$ cat config.mk
export PLATFORM = sky130hd
export DESIGN_NAME = pipeline_addsub
export DESIGN_NICKNAME = d
export VERILOG_FILES = /design/src/rtl/pipeline_pkg.sv /design/src/rtl/pipe_stage.sv /design/src/rtl/pipeline_addsub.sv
export SDC_FILE = /design/constraint.sdc
export NUM_CORES = 1
export LEC_CHECK = 0
export ABC_AREA = 1
export CORE_AREA = 2 2 67 69
export DETAILED_ROUTE_END_ITERATION = 10
export DIE_AREA = 0 0 69 71
export DONT_BUFFER_PORTS = 1
export HOLD_SLACK_MARGIN = 0.08
export PLACE_DENSITY = 0.69
export SYNTH_ARGS = -nofsm -noshare
export SYNTH_HDL_FRONTEND = slang
export SYNTH_SLANG_ARGS = --single-unit
$ cat constraint.sdc
create_clock -name clk -period 2.85 [get_ports clk]
set_input_delay 0.57 -clock clk [delete_from_list [all_inputs] [get_ports clk]]
set_output_delay 0.57 -clock clk [all_outputs]
set_load 0.05 [all_outputs]
$ cat src/rtl/pipeline_pkg.sv
// Shared definitions for the add/subtract pipeline: operation codes and count sizing.
package pipeline_pkg;

    typedef enum logic {
        OP_ADD = 1'b0,
        OP_SUB = 1'b1
    } op_e;

    // Bits needed to hold an occupancy count of 0..depth.
    function automatic int cnt_w(input int depth);
        return $clog2(depth + 1);
    endfunction

endpackage

$ cat src/rtl/pipe_stage.sv
// One pipeline slot: a valid bit plus a data register that loads on enable.
module pipe_stage #(
    parameter int DW = 8
) (
    input  logic          clk,
    input  logic          rst_n,
    input  logic          flush,
    input  logic          load,
    input  logic          vld_in,
    input  logic [DW-1:0] d,
    output logic          vld,
    output logic [DW-1:0] q
);

    always_ff @(posedge clk or negedge rst_n) begin
        if (!rst_n) begin
            vld <= 1'b0;
            q   <= '0;
        end else begin
            if (flush)
                vld <= 1'b0;
            else if (load)
                vld <= vld_in;
            // Data only moves with a real beat; empty loads leave it untouched.
            if (load && vld_in)
                q <= d;
        end
    end

endmodule

$ cat src/rtl/pipeline_addsub.sv
// Elastic add/subtract pipeline: stage 1 registers operands, stage 2 computes,
// later stages carry the result; empty stages fill even while the output stalls.
module pipeline_addsub
    import pipeline_pkg::*;
#(
    parameter int WIDTH = 8,
    parameter int DEPTH = 3
) (
    input  logic                    clk,
    input  logic                    rst_n,
    input  logic                    flush,
    input  logic                    in_valid,
    output logic                    in_ready,
    input  logic [WIDTH-1:0]        a,
    input  logic [WIDTH-1:0]        b,
    input  logic                    sub,
    output logic                    out_valid,
    input  logic                    out_ready,
    output logic [WIDTH:0]          result,
    output logic [cnt_w(DEPTH)-1:0] count
);

    localparam int RW = WIDTH + 1;

    typedef struct packed {
        op_e              op;
        logic [WIDTH-1:0] a;
        logic [WIDTH-1:0] b;
    } opnd_t;

    logic [DEPTH-1:0]           vld_pipe;
    logic [DEPTH-1:0]           load;
    opnd_t                      opnd_q;
    logic [DEPTH-1:1][RW-1:0]   res_d;
    logic [DEPTH-1:1][RW-1:0]   res_q;
    logic                       acc;
    logic                       del;

    // Walk back from the output: a stage can load when it is empty or the
    // stage behind it (toward the output) can take its contents.
    always_comb begin
        logic go;
        go   = out_ready;
        load = '0;
        for (int i = DEPTH - 1; i >= 0; i--) begin
            load[i] = ~vld_pipe[i] | go;
            go      = load[i];
        end
    end

    assign in_ready  = load[0] & ~flush;
    assign out_valid = vld_pipe[DEPTH-1];
    assign result    = res_q[DEPTH-1];

    for (genvar i = 0; i < DEPTH; i++) begin : g_stage
        if (i == 0) begin : g_opnd
            pipe_stage #(.DW($bits(opnd_t))) u_stage (
                .clk    (clk),
                .rst_n  (rst_n),
                .flush  (flush),
                .load   (load[0]),
                .vld_in (in_valid),
                .d      (opnd_t'{op: op_e'(sub), a: a, b: b}),
                .vld    (vld_pipe[0]),
                .q      (opnd_q)
            );
        end else begin : g_res
            if (i == 1) begin : g_calc
                // Zero-extended operands: bit WIDTH becomes carry or borrow.
                assign res_d[1] = (opnd_q.op == OP_SUB)
                                ? ({1'b0, opnd_q.a} - {1'b0, opnd_q.b})
                                : ({1'b0, opnd_q.a} + {1'b0, opnd_q.b});
            end else begin : g_carry
                assign res_d[i] = res_q[i-1];
            end
            pipe_stage #(.DW(RW)) u_stage (
                .clk    (clk),
                .rst_n  (rst_n),
                .flush  (flush),
                .load   (load[i]),
                .vld_in (vld_pipe[i-1]),
                .d      (res_d[i]),
                .vld    (vld_pipe[i]),
                .q      (res_q[i])
            );
        end
    end

    assign acc = in_valid & in_ready;
    assign del = out_valid & out_ready & ~flush;

    always_ff @(posedge clk or negedge rst_n) begin
        if (!rst_n)
            count <= '0;
        else if (flush)
            count <= '0;
        else if (acc && !del)
            count <= count + 1'b1;
        else if (del && !acc)
            count <= count - 1'b1;
    end

endmodule

# Yosys cells after proc, flatten, opt, wreduce, memory -nomap -nowiden
# Cells that the tools add are included.
[totals]
ramBits = 0
out_inout_bits = 13
register_bits = 40
rom_bits = 0
latchBits = 0
in_bits = 22
mem_count = 0
[classes]
addsub = 4
n_bitwise = 11
mux = 10
n_eq_ne = 0
mul = 0
n_div = 0
magnitude_cmp = 0
shift = 0
reduce_logical = 11
[op_table]
columns = ["cell", "count"]
rows = [
  ["$add 8x8->9", 1],
  ["$mux 9", 1],
  ["$sub 8x8->9", 1],
  ["$mux 1", 6],
  ["$mux 2", 3],
  ["$reduce_bool 2->1", 3],
  ["$logic_and 1x1->1", 5],
  ["$and 1x1->1", 4],
  ["$not 1->1", 4],
  ["$or 1x1->1", 3],
  ["$reduce_bool 3->1", 1],
  ["$add 2x1->2 const B", 1],
  ["$logic_not 1->1", 2],
  ["$sub 2x1->2 const B", 1],
]

# Logic depth before layout (Yosys ltp)
[logic_depth]
word_depth = 11
ltp_mapped = 16
ltp_nobuf = 16

# By module
# A second synthesis with hierarchy kept.
[unflattened]
cells_unflattened = 283
hier_area_um2 = 2394.8
[by_module_without_submodules]
columns = ["mod", "cells_per_inst", "seq_area_each_um2", "area_per_inst_um2", "instances"]
rows = [
  ["pipe_stage at g_stage[0].g_opnd.u_stage", 80, 450.4, 843.3, 1],
  ["pipe_stage at g_stage[1].g_res.u_stage ...", 45, 250.2, 416.6, 2],
  ["pipeline_addsub", 113, 50.0, 718.2, 1],
]

# Worst setup path after synthesis
# OpenSTA, ideal clock, no wires.
[synth_timing]
kind = "reg-to-reg"
from = "register g_stage[0].g_opnd.u_stage.q[0]"
to = "register g_stage[1].g_res.u_stage.q[7]"
stages_incl_launch_ff = 15
setup_ns = 0.117
period_less_slack_ns = 1.981
slack_ns = 0.869
arrival_ns = 1.864
cell_sequence = "dfrtp_1 -> inv_1 -> ha_1 -> nand2_1 -> nand2_1 -> o21ai_0 -> xor2_1 -> inv_1 -> ha_1 -> nand2_1 -> inv_1 -> a21oi_1 -> nand3_1 -> nand3_1 -> nand2_1"
[synth_via]
elab_chain_len = 2
elab_cells_between_ends = 3
classes_between = "add/sub: 2; mux: 1"
[synth_lines]
columns = ["element", "line_no", "rtl"]
rows = [
  ["start, declared", "pipe_stage.sv:12", "output logic [DW-1:0] q"],
  ["start signal, assigned", "pipe_stage.sv:18", "q <= '0;"],
  ["start signal, assigned", "pipe_stage.sv:26", "q <= d;"],
  ["$add 8x8->9 or $sub 8x8->9 (tied branches)", "pipeline_addsub.sv:72, pipeline_addsub.sv:71", ""],
  ["$mux 9 *", "pipeline_addsub.sv:71", "? ({1'b0, opnd_q.a} - {1'b0, opnd_q.b})"],
  ["end signal, assigned", "pipe_stage.sv:18", ""],
  ["end signal, assigned", "pipe_stage.sv:26", ""],
  ["end, declared", "pipe_stage.sv:12", ""],
]
# Mark *: on every way between the ends. The rest lies on a longest branch, timed or not.
# A chain may end at the register's enable or synchronous reset.

# Worst setup path after layout
[layout_timing]
from = "register g_stage[0].g_opnd.u_stage.q[1]"
to = "register g_stage[1].g_res.u_stage.q[7]"
# Same word-level chain as after synthesis.

==> impl_metrics.env <==
export IMPL_drt_iter0_drc=97
export IMPL_ys_top_cells_by_count="nand2_1, inv_1, dfrtp_1, nand3_1"
export IMPL_cts_buffer_depth=2
export IMPL_grt_overflow_total=0
export IMPL_skew_ns=0.00501
export IMPL_cp_slowest_cell="dfrtp_1"
export IMPL_start_util_pct=53.0
export IMPL_synth_flop_cell="dfrtp_1"
export IMPL_r2r_setup_slack_ns=0.68
export IMPL_status="completed"
export IMPL_setup_tns_final_ns=0
export IMPL_path_class="reg -> reg"
export IMPL_post_cts_resized=0
export IMPL_critPathMostFrequentCell="nand2_1"
export IMPL_grt_max_degree=41
export IMPL_vias=1607
export IMPL_syn_avg_cell_area_um2=8.19
export IMPL_die_h_um=71
export IMPL_design_area_um2=2360
export IMPL_dieArea_um2=4900
export IMPL_yosysSeqAreaShare_pct=44.9
export IMPL_clock_sinks=40
export IMPL_synthArstFlopShare_pct=100
export IMPL_synth_edf_count=0
export IMPL_critPathBufInv=3
export IMPL_grt_pass1_vias=1609
export IMPL_synth_nets=304
export IMPL_dr_pass1_iters=4
export IMPL_antenna_left=0
export IMPL_grt_usage_pct=17.6
export IMPL_required_ns=3.03
export IMPL_path_max_fanout=5
export IMPL_synth_top_area_share_pct=44.9
export IMPL_cp_top_family="adder cells"
export IMPL_dpl_hpwl_mm=2.82
export IMPL_drc=0
export IMPL_finalWirelength_mm=3.71
export IMPL_cp_cell_sequence="inv_1 -> ha_1 -> nand2_1 -> nand2_1 -> o21ai_0 -> xor2_1 -> inv_1 -> ha_1 -> nand2_1 -> inv_1 -> a21oi_1 -> nand3_1 -> nand3_1 -> nand2_1"
export IMPL_fin_crit_sh_pct=76.1
export IMPL_crit_cells=14
export IMPL_drive_gt1_share_pct=11.2
export IMPL_end_kind="flip-flop"
export IMPL_hold_viol_final=0
export IMPL_hold_slack_ns=0.108
export IMPL_syn_inst=272
export IMPL_syn2layout_area_growth_pct=6.12
export IMPL_setup_violations=0
export IMPL_rows=24
export IMPL_cts_clk_slew_worst_paths_ns=0.08
export IMPL_hp_class="in -> async"
export IMPL_tightestPinTransition_ns=0.614
export IMPL_vias_per_cell=4.88
export IMPL_pin_count=35
export IMPL_max_freq_mhz=461
export IMPL_ir_worst_vdd_v=0.000358
export IMPL_place_area_um2=2250
export IMPL_clkLatencyLatePin_ns=0.29
export IMPL_critical_path_startpoint_type="flip-flop"
export IMPL_max_stage_delay_ns=0.38
export IMPL_routedWlPerCell_um=11.3
export IMPL_core_area_um2=4200
export IMPL_grt_setup_unrepaired="false"
export IMPL_synthTopCellsByArea="dfrtp_1, nand2_1, inv_1"
export IMPL_numPortBuffers=0
export IMPL_gp_congestion=0.823
export IMPL_yosys_warnings=0
export IMPL_grt_pass1_wl_mm=6.99
export IMPL_leakagePower_nw=1.28
export IMPL_antenna_cells=0
export IMPL_grt_antenna_before_repair=0
export IMPL_slew_viol_final=0
export IMPL_nets=308
export IMPL_synth_largest_area_cell="dfrtp_1"
export IMPL_ctsRootBufferMaster="clkbuf_8"
export IMPL_synth_distinct_cells=24
export IMPL_power_density_nw_per_um2=739
export IMPL_post_synth_top_count_cell="nand2_1"
export IMPL_numCtsBuffers=5
export IMPL_arrival_ns=2.35
export IMPL_cts_tree="yes"
export IMPL_ys_ff_latch=40
export IMPL_slew_headroom_pct=59.1
export IMPL_die_x_um=69
export IMPL_fin_crit_ns=2.17
export IMPL_maxCapViolations=0
export IMPL_reg2regPathDepth=14
export IMPL_cts_htree_levels=2
export IMPL_syn_area_um2=2230
## cells in the final DEF (no fill, tap or decap), types with 3 or more instances in the layout
master    Yosys  final
ha_1          9      9
o21ai_0      11     11
inv_1        41     41
nor2_1       11     11
o21ai_2       8      8
nand3_1      16     16
dfrtp_1      40     40
a21oi_1       8      8
xnor2_1       3      3
xor2_1        4      4
clkbuf_8      0      6
nand2_1      95     95
mux2_2        7      7
nand4_1       3      3
## layer usage
layer | track usage [%] | wire (um) | vias to the layer above
met5 | 0 | 0 | -
met4 | 6.54 | 58 | 0
li1 | - | - | 861
met2 | 29.2 | 1660 | 29
met1 | 22.5 | 1850 | 712
met3 | 4.27 | 138 | 5
## worst paths after layout
check / startpoint / end
worst max-delay path: g_stage[0].g_opnd.u_stage.q[1] / g_stage[1].g_res.u_stage.q[7]
worst min-delay path: rst_n / g_stage[2].g_res.u_stage.q[1]
worst max register to register: g_stage[0].g_opnd.u_stage.q[1] / g_stage[1].g_res.u_stage.q[7]
worst min register to register: g_stage[1].g_res.u_stage.q[4] / g_stage[1].g_res.u_stage.q[4]
max in group asynchronous: rst_n / g_stage[0].g_opnd.u_stage.q[16]
min in group clk: flush / g_stage[0].g_opnd.u_stage.vld
## cells by family (layout without fill, tap and decap cells)
| logic type | after synthesis | in the layout | synth area share, % |
|---|---|---|---|
| and+or+nand+nor | 132 | 132 | 25.4 |
| buffers and inverters | 46 | 51 | 9.04 |
| DFF | 40 | 40 | 44.9 |
| AOI/OAI and AO/OA | 29 | 29 | 7.86 |
| adders and majority gates | 10 | 10 | 5.95 |
| muxes | 8 | 8 | 4.04 |
| xor gates and xnor gates | 7 | 7 | 2.75 |
## flip-flops by register name (all words and copies together), names as in the netlist
register,cells
g_stage.g_opnd.u_stage.q,17
count,2
g_stage.g_opnd.u_stage.vld,1
g_stage.g_res.u_stage.q,18
g_stage.g_res.u_stage.vld,2
## what timing repair did
action / 4_1_cts / 5_1_grt
hold buffers: 1 / 0
hold endpoints to repair: 40 / 0
setup buffers: 0 / 0
## metrics by stage
step	instances	setup slack (ns)	util, %	power (mW)
global placement	320	0.758	53.6	1.35
global route	329	0.421	56.3	1.88
floorplan	272	0.869	-	1.29
CTS	329	0.668	56.3	1.77
detailed placement	320	0.676	53.6	1.37
finish	329	0.681	56.3	1.75
## power by group
part	total (mW)	switching, mW	internal [mW]
clock	0.385	0.192	0.193
combinational	0.398	0.227	0.171
sequential	0.964	0.280	0.684
total	1.75	0.699	1.05
## area by class of cell
cell class / count / area, um^2
fillers: 391 / 1840
multi-input cells: 186 / 1030
repair buffers: 1 / 20.0
clock buffers: 6 / 82.6
inverters: 42 / 160
flip-flops and latches: 40 / 1000
clock inverters: 2 / 10.0
well taps: 52 / 65.1
## worst register-to-register path: stages (launching register included)
cell and delay (ns):
dfrtp_1 0.38, inv_1 0.12, ha_1 0.20, nand2_1 0.09, nand2_1 0.09, o21ai_0 0.11, xor2_1 0.14, inv_1 0.06
ha_1 0.33, nand2_1 0.10, inv_1 0.04, a21oi_1 0.18, nand3_1 0.10, nand3_1 0.09, nand2_1 0.05
No activity file was read; power rests on OpenSTA's default activity.
